--- src/rtl/ucsbece154a_mmio_responder.sv ---
// Memory-mapped output FIFO on the MIPS data-memory port: stores to DATA enqueue words
// for a valid/ready consumer; STAT, CYCLE and DROP are readable through the same window.
module ucsbece154a_mmio_responder #(
    parameter logic [31:0] BASE_ADDR = 32'hFFFF_0000,
    parameter int unsigned DEPTH     = 8,
    parameter int unsigned CNT_W     = 32
) (
    input  logic        clk,
    input  logic        reset,
    input  logic [31:0] a_i,
    input  logic [31:0] wd_i,
    input  logic        we_i,
    output logic [31:0] rd_o,
    output logic        sel_o,
    output logic [31:0] out_data_o,
    output logic        out_valid_o,
    input  logic        out_ready_i
);

    localparam int unsigned PTR_W = (DEPTH > 1) ? $clog2(DEPTH) : 1;
    localparam int unsigned FILL_W = $clog2(DEPTH + 1);

    typedef enum logic [1:0] {
        OFF_DATA  = 2'd0,
        OFF_STAT  = 2'd1,
        OFF_CYCLE = 2'd2,
        OFF_DROP  = 2'd3
    } off_e;

    logic [31:0]       mem_q [DEPTH];
    logic [PTR_W-1:0]  wr_ptr_q, wr_ptr_d;
    logic [PTR_W-1:0]  rd_ptr_q, rd_ptr_d;
    logic [FILL_W-1:0] count_q, count_d;
    logic [CNT_W-1:0]  cycle_q, cycle_d;
    logic [CNT_W-1:0]  drop_q, drop_d;

    off_e        off_c;
    logic        empty_c, full_c;
    logic        push_req_c, push_acc_c, pop_c, drop_c;
    logic        clr_cycle_c, clr_drop_c;
    logic [31:0] head_c;
    logic [1:0]  unused_c;

    assign unused_c    = a_i[1:0];
    assign off_c       = off_e'(a_i[3:2]);
    assign sel_o       = (a_i[31:4] == BASE_ADDR[31:4]);
    assign empty_c     = (count_q == '0);
    assign full_c      = (count_q == FILL_W'(DEPTH));
    assign head_c      = empty_c ? 32'd0 : mem_q[rd_ptr_q];
    assign out_valid_o = ~empty_c;
    assign out_data_o  = head_c;

    // Store decode and FIFO accept; a full FIFO still accepts when the head leaves this cycle
    always_comb begin
        push_req_c  = we_i & sel_o & (off_c == OFF_DATA);
        clr_cycle_c = we_i & sel_o & (off_c == OFF_CYCLE);
        clr_drop_c  = we_i & sel_o & (off_c == OFF_DROP);
        pop_c       = ~empty_c & out_ready_i;
        push_acc_c  = push_req_c & (~full_c | pop_c);
        drop_c      = push_req_c & ~push_acc_c;
    end

    // Next-state for pointers and counters
    always_comb begin
        wr_ptr_d = wr_ptr_q;
        rd_ptr_d = rd_ptr_q;
        count_d  = count_q;
        cycle_d  = cycle_q + CNT_W'(1);
        drop_d   = drop_q;

        if (push_acc_c) begin
            wr_ptr_d = (wr_ptr_q == PTR_W'(DEPTH - 1)) ? '0 : wr_ptr_q + PTR_W'(1);
        end
        if (pop_c) begin
            rd_ptr_d = (rd_ptr_q == PTR_W'(DEPTH - 1)) ? '0 : rd_ptr_q + PTR_W'(1);
        end
        case ({push_acc_c, pop_c})
            2'b10:   count_d = count_q + FILL_W'(1);
            2'b01:   count_d = count_q - FILL_W'(1);
            default: count_d = count_q;
        endcase

        if (clr_cycle_c) begin
            cycle_d = '0;
        end
        if (clr_drop_c) begin
            drop_d = '0;
        end else if (drop_c && (drop_q != '1)) begin
            drop_d = drop_q + CNT_W'(1);
        end
    end

    always_ff @(posedge clk) begin
        if (reset) begin
            wr_ptr_q <= '0;
            rd_ptr_q <= '0;
            count_q  <= '0;
            cycle_q  <= '0;
            drop_q   <= '0;
        end else begin
            wr_ptr_q <= wr_ptr_d;
            rd_ptr_q <= rd_ptr_d;
            count_q  <= count_d;
            cycle_q  <= cycle_d;
            drop_q   <= drop_d;
        end
    end

    // Storage needs no reset: entries are only visible between rd and wr pointers
    always_ff @(posedge clk) begin
        if (!reset && push_acc_c) begin
            mem_q[wr_ptr_q] <= wd_i;
        end
    end

    // Combinational load path, matching single-cycle lw timing
    always_comb begin
        rd_o = 32'd0;
        if (sel_o) begin
            case (off_c)
                OFF_DATA:  rd_o = head_c;
                OFF_STAT:  rd_o = {16'd0, 8'(count_q), 6'd0, empty_c, full_c};
                OFF_CYCLE: rd_o = 32'(cycle_q);
                OFF_DROP:  rd_o = 32'(drop_q);
                default:   rd_o = 32'd0;
            endcase
        end
    end

endmodule
--- config.mk ---
export PLATFORM = sky130hd
export DESIGN_NAME = ucsbece154a_mmio_responder
export DESIGN_NICKNAME = d
export VERILOG_FILES = /design/src/rtl/ucsbece154a_mmio_responder.sv
export SDC_FILE = /design/constraint.sdc
export NUM_CORES = 1
export LEC_CHECK = 0
export ABC_AREA = 1
export CAP_MARGIN = 20
export CORE_AREA = 2 2 184 168
export CTS_BUF_LIST = sky130_fd_sc_hd__clkbuf_16
export DETAILED_ROUTE_END_ITERATION = 7
export DIE_AREA = 0 0 186 170
export GPL_TIMING_DRIVEN = 0
export PLACE_DENSITY = 0.76
export SYNTH_ARGS = -nofsm -noshare
export SYNTH_HDL_FRONTEND = slang
export SYNTH_SLANG_ARGS = --single-unit
--- constraint.sdc ---
create_clock -name clk -period 2.8 [get_ports clk]
set_input_delay 0.28 -clock clk [delete_from_list [all_inputs] [get_ports clk]]
set_output_delay 0.28 -clock clk [all_outputs]
set_load 0.03 [all_outputs]
After elaboration in Yosys (flattened, before gate mapping)
Memory sizes are Yosys's and may differ from the RTL's. A register that Yosys moved wholly into a read port is not among the register bits.
Index checks and enable logic that the tools add are counted.

word-level totals
  register bits = 74
  memory bits (writable) = 256
  input bits = 68
  output and inout bits = 66
  word-level logic and storage cells = 51
  memories kept = 1

memories
  name   depth  bits a word  read ports  clocked after Yosys merged registers in  write ports  line  source
  mem_q  8      32           1           1                                        1            30    logic [31:0] mem_q [DEPTH];

cells by class
  add/subtract/negate cells = 6
  equality and inequality tests = 10
  mux-type cells = 10
  bitwise logic cells = 11
  reductions and logical operators = 8

operators with widths
  cell                                               count
  case mux 32 bit (4 select lines)                   1
  adder 32 x 1 -> 32 bit (second input constant)     2
  2-to-1 mux 32 bit                                  2
  inequality test 32 bit (second input constant)     1
  == test 28 bit (second input constant)             1
  2-to-1 mux 3 bit                                   4
  case mux 4 bit (2 select lines)                    1
  bitwise AND 1 bit                                  7
  adder 3 x 1 -> 3 bit (second input constant)       2
  == test 2 bit (second input constant)              3
  == test 3 bit (second input constant)              2
  adder 4 x 1 -> 4 bit (second input constant)       1
  == test 2 x 1 -> 1 bit (second input constant)     2
  == test 4 bit (second input constant)              1
  logical NOT 4 bit                                  1
  OR reduction 2 bit                                 2
  subtractor 4 x 1 -> 4 bit (second input constant)  1
  NOT 1 bit                                          3
  logical AND 1 bit                                  2
  logical NOT 2 bit                                  1
  2-to-1 mux 1 bit                                   2
  nonzero test 2 bit                                 1
  logical NOT 1 bit                                  1
  OR 1 bit                                           1

Depth between registers and ports, before layout
Gate-level depths: netlist of the first run.

  depth in word-level cells = 8
  mapped depth = 14
  mapped depth without buffers = 14

Worst setup path before layout of the first run
Ideal clock, no wire load.

  path kind = input port to flip-flop
  from = input a_i[29]
  to = memory mem_q[0][0] (enable)
  library setup time = 0.421 ns
  arrival time = 2.660 ns
  required time = 2.379 ns
  path slack = -0.281 ns
  stages on the path = 8
  buffers on the path = 0
  cell sequence = nand2_1 nor2_1 nand3_2 nor3_1 nand3_2 inv_2 nand3b_1 nor2_1

between the ends
  cells in the longest elaborated chain, start to end = 7

RTL lines
  item                                    line  source
  start: declaration                      10    input logic [31:0] a_i,
  == test 28 bit                          46    assign sel_o = (a_i[31:4] == BASE_ADDR[31:4]);
  bitwise AND 1 bit (2 in a row)          55    push_req_c = we_i & sel_o & (off_c == OFF_DATA);
  bitwise AND 1 bit                       59    push_acc_c = push_req_c & (~full_c | pop_c);
  logical AND 1 bit                       111   if (!reset && push_acc_c) begin
  2-to-1 mux 1 bit                        111
  2-to-1 mux 1 bit (implied by the code)  112   mem_q[wr_ptr_q] <= wd_i;
  end: declaration                        30

Every way passes these cells.

==> results of run 1 <==
==> power by group through the flow <==
| stage | Clock [W] | Sequential [W] | Combinational (W) |
|---|---|---|---|
| floorplan | 0 | 0.00551 | 0.00297 |
| global placement | 0 | 0.00553 | 0.00514 |
| detailed placement | 0 | 0.00553 | 0.00521 |
| CTS | 0.00438 | 0.00543 | 0.00517 |
| global route | 0.00459 | 0.00544 | 0.00569 |
| finish | 0.00437 | 0.00544 | 0.00539 |
==> layer usage <==
metal	GRT usage [%]	vias to the layer above	part of all wire (%)	wire length, um
met3	4.84	107	12	5450
met5	0	-	0	0
li1	-	5840	-	-
met1	41.2	6091	40	18300
met2	44.4	842	45	20400
met4	10.9	0	3.6	1660
==> synthesized netlist by cell type, types with 4 or more instances <==
library cell               number  area [um^2]
sky130_fd_sc_hd__a21oi_1       64          320
sky130_fd_sc_hd__a21oi_2       20          175
sky130_fd_sc_hd__a22o_1         4         35.0
sky130_fd_sc_hd__and3_1        26          163
sky130_fd_sc_hd__buf_2         13         65.1
sky130_fd_sc_hd__clkbuf_1      54          203
sky130_fd_sc_hd__dfxtp_1       77         1540
sky130_fd_sc_hd__edfxtp_1     256         7690
sky130_fd_sc_hd__ha_1           9          113
sky130_fd_sc_hd__inv_1        122          458
sky130_fd_sc_hd__nand2_1      184          691
sky130_fd_sc_hd__nand2_2        5         31.3
sky130_fd_sc_hd__nand3_1       55          275
sky130_fd_sc_hd__nand3_2        9         90.1
sky130_fd_sc_hd__nand3b_1       4         30.0
sky130_fd_sc_hd__nand4_1       42          263
sky130_fd_sc_hd__nor2_1       292         1100
sky130_fd_sc_hd__nor2_2         4         25.0
sky130_fd_sc_hd__nor2_4         4         45.0
sky130_fd_sc_hd__nor3_1        23          115
sky130_fd_sc_hd__o211ai_1      33          248
sky130_fd_sc_hd__o21ai_0      155          776
sky130_fd_sc_hd__o21ai_1        6         30.0
sky130_fd_sc_hd__o221ai_1      35          307
sky130_fd_sc_hd__o22ai_1       10         62.6
sky130_fd_sc_hd__or2_2          4         25.0
sky130_fd_sc_hd__xor2_1        12          105
==> through the flow <==
stage	hold WS (ps)	area [um^2]	std cells	setup WS [ps]
after floorplan	349	15200	1551	-281
after global placement	446	17000	2085	-2360
after global routing	480	18700	2172	-17.9
final	473	18700	2172	-3.26
after detailed placement	459	17300	2093	-779
after CTS	461	18500	2158	-176
==> worst max-delay path, stage by stage (launching register included) <==
cell	delay, ps
sky130_fd_sc_hd__dfxtp_2	350
sky130_fd_sc_hd__inv_1	100
sky130_fd_sc_hd__buf_6	160
sky130_fd_sc_hd__clkbuf_4	250
sky130_fd_sc_hd__nor2_1	60
sky130_fd_sc_hd__o211ai_1	260
sky130_fd_sc_hd__nand4_1	330
sky130_fd_sc_hd__a21oi_2	310
sky130_fd_sc_hd__buf_6	160
==> registers in the layout, summed over array words and instances, names as in the netlist, named ones only <==
name	flops
mem_q	256
cycle_q	32
drop_q	32
count_q	4
rd_ptr_q	3
wr_ptr_q	3
==> final cells by class <==
| type | instances | area [um^2] | share of cell area [%] |
|---|---|---|---|
| timing repair buffer | 156 | 1530 | 8.19 |
| inverter | 128 | 490 | 2.63 |
| multi-input combinational | 1013 | 5300 | 28.3 |
| clock inverter | 26 | 164 | 0.877 |
| buffer | 77 | 567 | 3.03 |
| clock buffer | 36 | 901 | 4.82 |
| tap | 403 | 504 | 2.70 |
| sequential | 333 | 9230 | 49.4 |
==> path summary, 6_finish.rpt <==
path / from / to / slack (ps) / depth (start not counted)
setup / recovery: flop / rd_o[14] / -3 / 8
hold / removal: wd_i[7] / mem_q[4][7] / 470 / 1
setup reg to reg: count_q[0] / mem_q[0][27] / 420 / 9
hold reg to reg: cycle_q[0] / cycle_q[0] / 470 / 1
==> repair_timing <==
action	in CTS	in global routing
buffers inserted	3	14
cloned	0	0
pin swaps	32	20
setup endpoints to repair	123	184
gates resized for setup	274	72
==> cell families (layout without fill, tap and decap cells) <==
kind of cell / count (synthesis) / after routing / share of synthesized area (%)
buffers and inverters: 205 / 423 / 5.54
AND/OR/NAND/NOR: 660 / 660 / 19.2
adder cells (fa/ha/maj): 9 / 9 / 0.741
AO/OA/AOI/OAI: 331 / 331 / 13.1
flip-flops: 333 / 333 / 60.7
XOR/XNOR: 13 / 13 / 0.749
==> summary.txt, run 1 <==
CLOCKING
--------------------------------------------------------------------------------
CTS root buf                                                        sky130_fd_sc_hd__clkbuf_16
CTS sink cnt                                                                 333
CTS max path bufs                                                              3
TritonCTS clock tree                                                       built
H-tree levels                                                                  2
Hold-fix buffers, CTS                                                          0
Inserted Clock Buffers                                                        36
Later-pin clock latency in the skew report                                530 ps
CTS clock-pin slew for the worst setup and hold paths                      60 ps

SYNTH
--------------------------------------------------------------------------------
Ys Warns                                                                       0
Number of different library cells in the post-synthesis netlist               43
Post-synthesis async set-or-reset flop share                                  0%
Cell count after synthesis                                                 1,551
Share of synthesized area occupied by flip-flops and latches               60.7%
Synthesized netlist net count                                              1,628
Mapped Area                                                          15,200 um^2
Top_reg_cell synth                                                  sky130_fd_sc_hd__edfxtp_1
Register bit count reported by yosys                                         333
Number of synthesized flops with an enable pin                               256
Synthesized area per cell                                              9.80 um^2

POWER
--------------------------------------------------------------------------------
Internal Power                                                         0.00946 W
Leak                                                                     6.63 nW
Combinational group share of total power                                   35.5%
Worst-case vdd ir drop                                                  0.645 mV
Switching portion of total power                                           37.8%
Power per Cell Area                                                  814 nW/um^2
Share of power burned in the clock network                                 28.8%
Register share of total power                                              35.8%
Final Power                                                             0.0152 W
Net switching power                                                    0.00574 W

STA
--------------------------------------------------------------------------------
Final count of pins violating max slew                                         0
Slew at the pin with the worst max-slew slack                             599 ps
Worst Slack Setup Final                                                 -3.26 ps
Number of setup violations in the final report                                 2
Crit share post-route                                                       100%
Time the final worst path needs with I/O delays and setup                2800 ps
Total negative slack                                                    -5.05 ps
Peak Freq                                                              0.357 GHz
Worst Skew                                                               15.6 ps
Final Hold Fails                                                               0
Worst rel slew slack                                                       60.1%

DIE
--------------------------------------------------------------------------------
Count of standard-cell rows                                                   60
Starting Density                                                           51.3%
Horizontal die dimension                                                  186 um
Placeable Area                                                       29,700 um^2
Top Ports                                                                    134
Die height                                                                170 um
DIE AREA                                                             31,600 um^2

ROUTING
--------------------------------------------------------------------------------
Number of design rule violations left after detail routing                     0
Avg WL per Cell                                                          21.1 um
Final wirelength                                                       45,900 um
Initial DRC Count                                                          1,844
DRT Pass-1 Iters                                                               5
Detailed-route vias per instance                                            5.93
Vias after detailed routing                                               12,900
Post-DRT Antenna Nets                                                          0

LAYOUT
--------------------------------------------------------------------------------
Post-layout net count                                                      1,822
Utilization of the core after routing                                      63.0%
Layout cell share with drive strength beyond 1                             15.0%
Antenna fix cells                                                              0
Most common cell after layout, fill and taps aside                  sky130_fd_sc_hd__nor2_1
Commonest cells after routing, fill and taps aside                  sky130_fd_sc_hd__nor2_1, sky130_fd_sc_hd__edfxtp_1, sky130_fd_sc_hd__nand2_1, sky130_fd_sc_hd__o21ai_0, sky130_fd_sc_hd__inv_1
Final-layout fill cell count                                               2,338
Post-synthesis to final-layout area growth                                 22.9%

GLOBAL ROUTING
--------------------------------------------------------------------------------
Grt total ovfl                                                                 0
First-pass GRT wire length                                             68,300 um
Maximum number of pins on one net before global-route repair                  28
Number of antenna violations at the first check in global routing              0
Global-route total usage across every layer                                28.8%
Vias in the first global route                                            12,000

WORST SETUP PATH
--------------------------------------------------------------------------------
Startpoint-to-endpoint class of the critical path                     reg -> out
Crit path required time                                                  2520 ps
Arrival @ worst endpoint                                                 2520 ps
Sort of element at the end of the critical path                      output port
Top fanout value on the critical path                                         10
Element type at the critical path start                                     flop

RUN STATUS
--------------------------------------------------------------------------------
Failing checks                                                      negative setup slack
Run status                                                          complete, but fails checks

PLACEMENT
--------------------------------------------------------------------------------
Routability congestion estimate                                            0.945
Detail Placement HPWL                                                  31,300 um
Input/output buffers                                                         131

HOLD PATH
--------------------------------------------------------------------------------
Worst Hold Class                                                       in -> reg

JOB
--------------------------------------------------------------------------------
Max Cap Viol                                                                   0

No activity file was read; power rests on OpenSTA's default activity.
==> run 2: changes to the inputs <==
CAP_MARGIN = unset   (was 20)
PLACE_DENSITY = 0.74   (was 0.76)
==> run 2 against run 1 <==
Critical endpoint is now rd_o[7]. Highest routed layer unchanged. The run now ends clean. Cell count is essentially flat. Die area is the same. Fmax grew 1.0%. Flip-flop and latch count is the same. Via count shrank 0.59%. Sequential power is essentially flat.
==> summary.txt, run 2 (synthesis gave the netlist of run 1 again) <==
RUN STATUS
----------------------------------------------------------------------------------------
Run status                                                                  finished, final reports clean   was complete, but fails checks

ROUTING
----------------------------------------------------------------------------------------
Detailed-route vias per instance                                                    5.90   was 5.93
Number of design rule violations left after detail routing                             0   unchanged
Final wirelength                                                               45,400 um   was 45,900 um
Post-DRT Antenna Nets                                                                  0   unchanged
Initial DRC Count                                                                  1,688   was 1,844
Avg WL per Cell                                                                  20.9 um   was 21.1 um
Vias after detailed routing                                                       12,800   was 12,900
DRT Pass-1 Iters                                                                       6   was 5

LAYOUT
----------------------------------------------------------------------------------------
Commonest cells after routing, fill and taps aside                          sky130_fd_sc_hd__nor2_1, sky130_fd_sc_hd__edfxtp_1, sky130_fd_sc_hd__nand2_1, sky130_fd_sc_hd__o21ai_0, sky130_fd_sc_hd__inv_1   unchanged
Utilization of the core after routing                                              63.1%   was 63.0%
Number of flip-flops in the largest register                                         256   unchanged
Post-layout net count                                                              1,819   was 1,822
Final-layout fill cell count                                                       2,357   was 2,338
Largest register by flop count                                                     mem_q   unchanged
Post-synthesis to final-layout area growth                                         23.0%   was 22.9%
Largest registers                                                           mem_q (256), cycle_q (32), drop_q (32)   unchanged
Layout cell share with drive strength beyond 1                                     15.0%   about the same
Most common cell after layout, fill and taps aside                          sky130_fd_sc_hd__nor2_1   unchanged

STA
----------------------------------------------------------------------------------------
Worst hold slack                                                                  464 ps   was 473 ps
Worst Skew                                                                       10.7 ps   was 15.6 ps
Time the final worst path needs with I/O delays and setup                        2780 ps   was 2800 ps
RSZ-0062 raised after global routing                                                true
Final Hold Fails                                                                       0   unchanged
Final count of pins violating max slew                                                 0   unchanged
Worst Slack Setup Final                                                          24.7 ps   was -3.26 ps
Slew at the pin with the worst max-slew slack                                     574 ps   was 599 ps
Crit share post-route                                                              99.1%   was 100%
Worst rel slew slack                                                               61.4%   was 60.1%
Number of setup violations in the final report                                         0   was 2
Total negative slack                                                                0 ps   was -5.05 ps
Peak Freq                                                                      0.360 GHz   was 0.357 GHz

GLOBAL ROUTING
----------------------------------------------------------------------------------------
Number of antenna violations at the first check in global routing                      1   was 0
First-pass GRT wire length                                                     68,300 um   about the same
Maximum number of pins on one net before global-route repair                          27   was 28
Vias in the first global route                                                    12,300   was 12,000
Grt total ovfl                                                                         0   unchanged
Global-route total usage across every layer                                        28.7%   was 28.8%

CLOCKING
----------------------------------------------------------------------------------------
CTS sink cnt                                                                         333   unchanged
CTS clock-pin slew for the worst setup and hold paths                              60 ps   about the same
H-tree levels                                                                          2   unchanged
Later-pin clock latency in the skew report                                        520 ps   was 530 ps
CTS max path bufs                                                                      3   unchanged
TritonCTS clock tree                                                               built   unchanged
Inserted Clock Buffers                                                                35   was 36
CTS root buf                                                                sky130_fd_sc_hd__clkbuf_16   unchanged

DIE
----------------------------------------------------------------------------------------
Starting Density                                                                   51.3%   unchanged
DIE AREA                                                                     31,600 um^2   unchanged
Horizontal die dimension                                                          186 um   unchanged
Placeable Area                                                               29,700 um^2   unchanged
Count of standard-cell rows                                                           60   unchanged
Die height                                                                        170 um   unchanged
Top Ports                                                                            134   unchanged

PLACEMENT
----------------------------------------------------------------------------------------
DP Worst Slack                                                                   -745 ps   was -779 ps
Input/output buffers                                                                 131   unchanged
Routability congestion estimate                                                    0.952   was 0.945
Detail Placement HPWL                                                          31,300 um   about the same

WORST SETUP PATH
----------------------------------------------------------------------------------------
Arrival @ worst endpoint                                                         2500 ps   was 2520 ps
Element type at the critical path start                                             flop   unchanged
R2R setup slack                                                                   400 ps   was 420 ps
Worst stage delay on the critical path                                            440 ps   was 350 ps
Category of cells accounting for the largest share of critical-path delay   buffers and inverters   unchanged
Slowest stage cell on the critical path                                     sky130_fd_sc_hd__dfxtp_1   was sky130_fd_sc_hd__dfxtp_2
Sort of element at the end of the critical path                              output port   unchanged
Crit path required time                                                          2520 ps   about the same
Buffer and inverter count on the worst path                                            3   was 4
Cell Chain, Critical Path                                                   clkinvlp_4 > clkbuf_2 > o221ai_1 > nand4_1 > a21oi_2 > buf_4   was inv_1 > buf_6 > clkbuf_4 > nor2_1 > o211ai_1 > nand4_1 > a21oi_2 > buf_6
Top fanout value on the critical path                                                 10   unchanged
Startpoint-to-endpoint class of the critical path                             reg -> out   unchanged

POWER
----------------------------------------------------------------------------------------
Power per Cell Area                                                          820 nW/um^2   was 814 nW/um^2
Final Power                                                                     0.0153 W   was 0.0152 W
Leak                                                                             6.61 nW   was 6.63 nW
Worst-case vdd ir drop                                                          0.805 mV   was 0.645 mV

JOB
----------------------------------------------------------------------------------------
Max Cap Viol                                                                           0   unchanged

HOLD PATH
----------------------------------------------------------------------------------------
Worst Hold Class                                                              reg -> reg   was in -> reg

[run 2: cell types whose count changed in the layout (fill, tap and decap cells not counted), sizes merged]
cell           before  now
inv               138  132
clkbuf             90   89
clkinv             14   16
clkinvlp            1    2
buf                78   76
dlygate4sd2        28   25
diode               0    1
dlymetal6s2s        1    0
bufinv              1    4
clkdlybuf4s15       5    9
[run 2: path summary, 6_finish.rpt]
path,start,to,depth (start not counted)
setup / recovery,flop,rd_o[7],6
hold / removal,cycle_q[31],cycle_q[31],2
setup reg to reg,count_q[0],mem_q[4][24],9
hold reg to reg,cycle_q[31],cycle_q[31],2
[run 2: tightest hold or removal path, stage by stage (launching register included)]
cell                      delay [ps]
sky130_fd_sc_hd__dfxtp_1         310
sky130_fd_sc_hd__nand2_1          60
sky130_fd_sc_hd__a21oi_1          50
[run 2: cell type report]
| class | instances | area [um^2] | area share, % |
|---|---|---|---|
| sequential | 333 | 9230 | 49.4 |
| multi-input combinational | 1013 | 5290 | 28.3 |
| timing repair buffer | 155 | 1530 | 8.20 |
| clock buffer | 35 | 876 | 4.68 |
| buffer | 76 | 538 | 2.88 |
| tap | 403 | 504 | 2.70 |
| inverter | 128 | 487 | 2.60 |
| clock inverter | 26 | 245 | 1.31 |
| antenna | 1 | 2.50 | 0.0134 |
[run 2: per-layer routing]
layer | part of all wire [%] | global-route usage [%] | wire [um] | vias to the layer above
met5 | 0 | 0 | 0 | -
met4 | 3.6 | 11.2 | 1630 | 0
met3 | 11 | 4.37 | 5160 | 127
met2 | 45 | 44.6 | 20500 | 808
met1 | 40 | 40.6 | 18100 | 6040
li1 | - | - | - | 5829
[run 2: through the flow]
step / instances / cell area (um^2)
3_5_place_dp: 2093 / 17300
5_1_grt: 2170 / 18700
3_3_place_gp: 2085 / 17000
4_1_cts: 2158 / 18600
6_report: 2170 / 18700
2_1_floorplan: 1551 / 15200
[run 2: timing repair]
action,CTS,global route
gates cloned,0,0
setup buffers,4,12
resized for setup,272,60
pin swaps,22,24
hold buffers,0,0
endpoints found under the setup margin,110,221
[run 2: power breakdown]
part	internal, W	leakage, nW	switching, W
Clock	0.00266	0.577	0.00190
Sequential	0.00537	2.92	0.0000730
Combinational	0.00163	3.11	0.00370
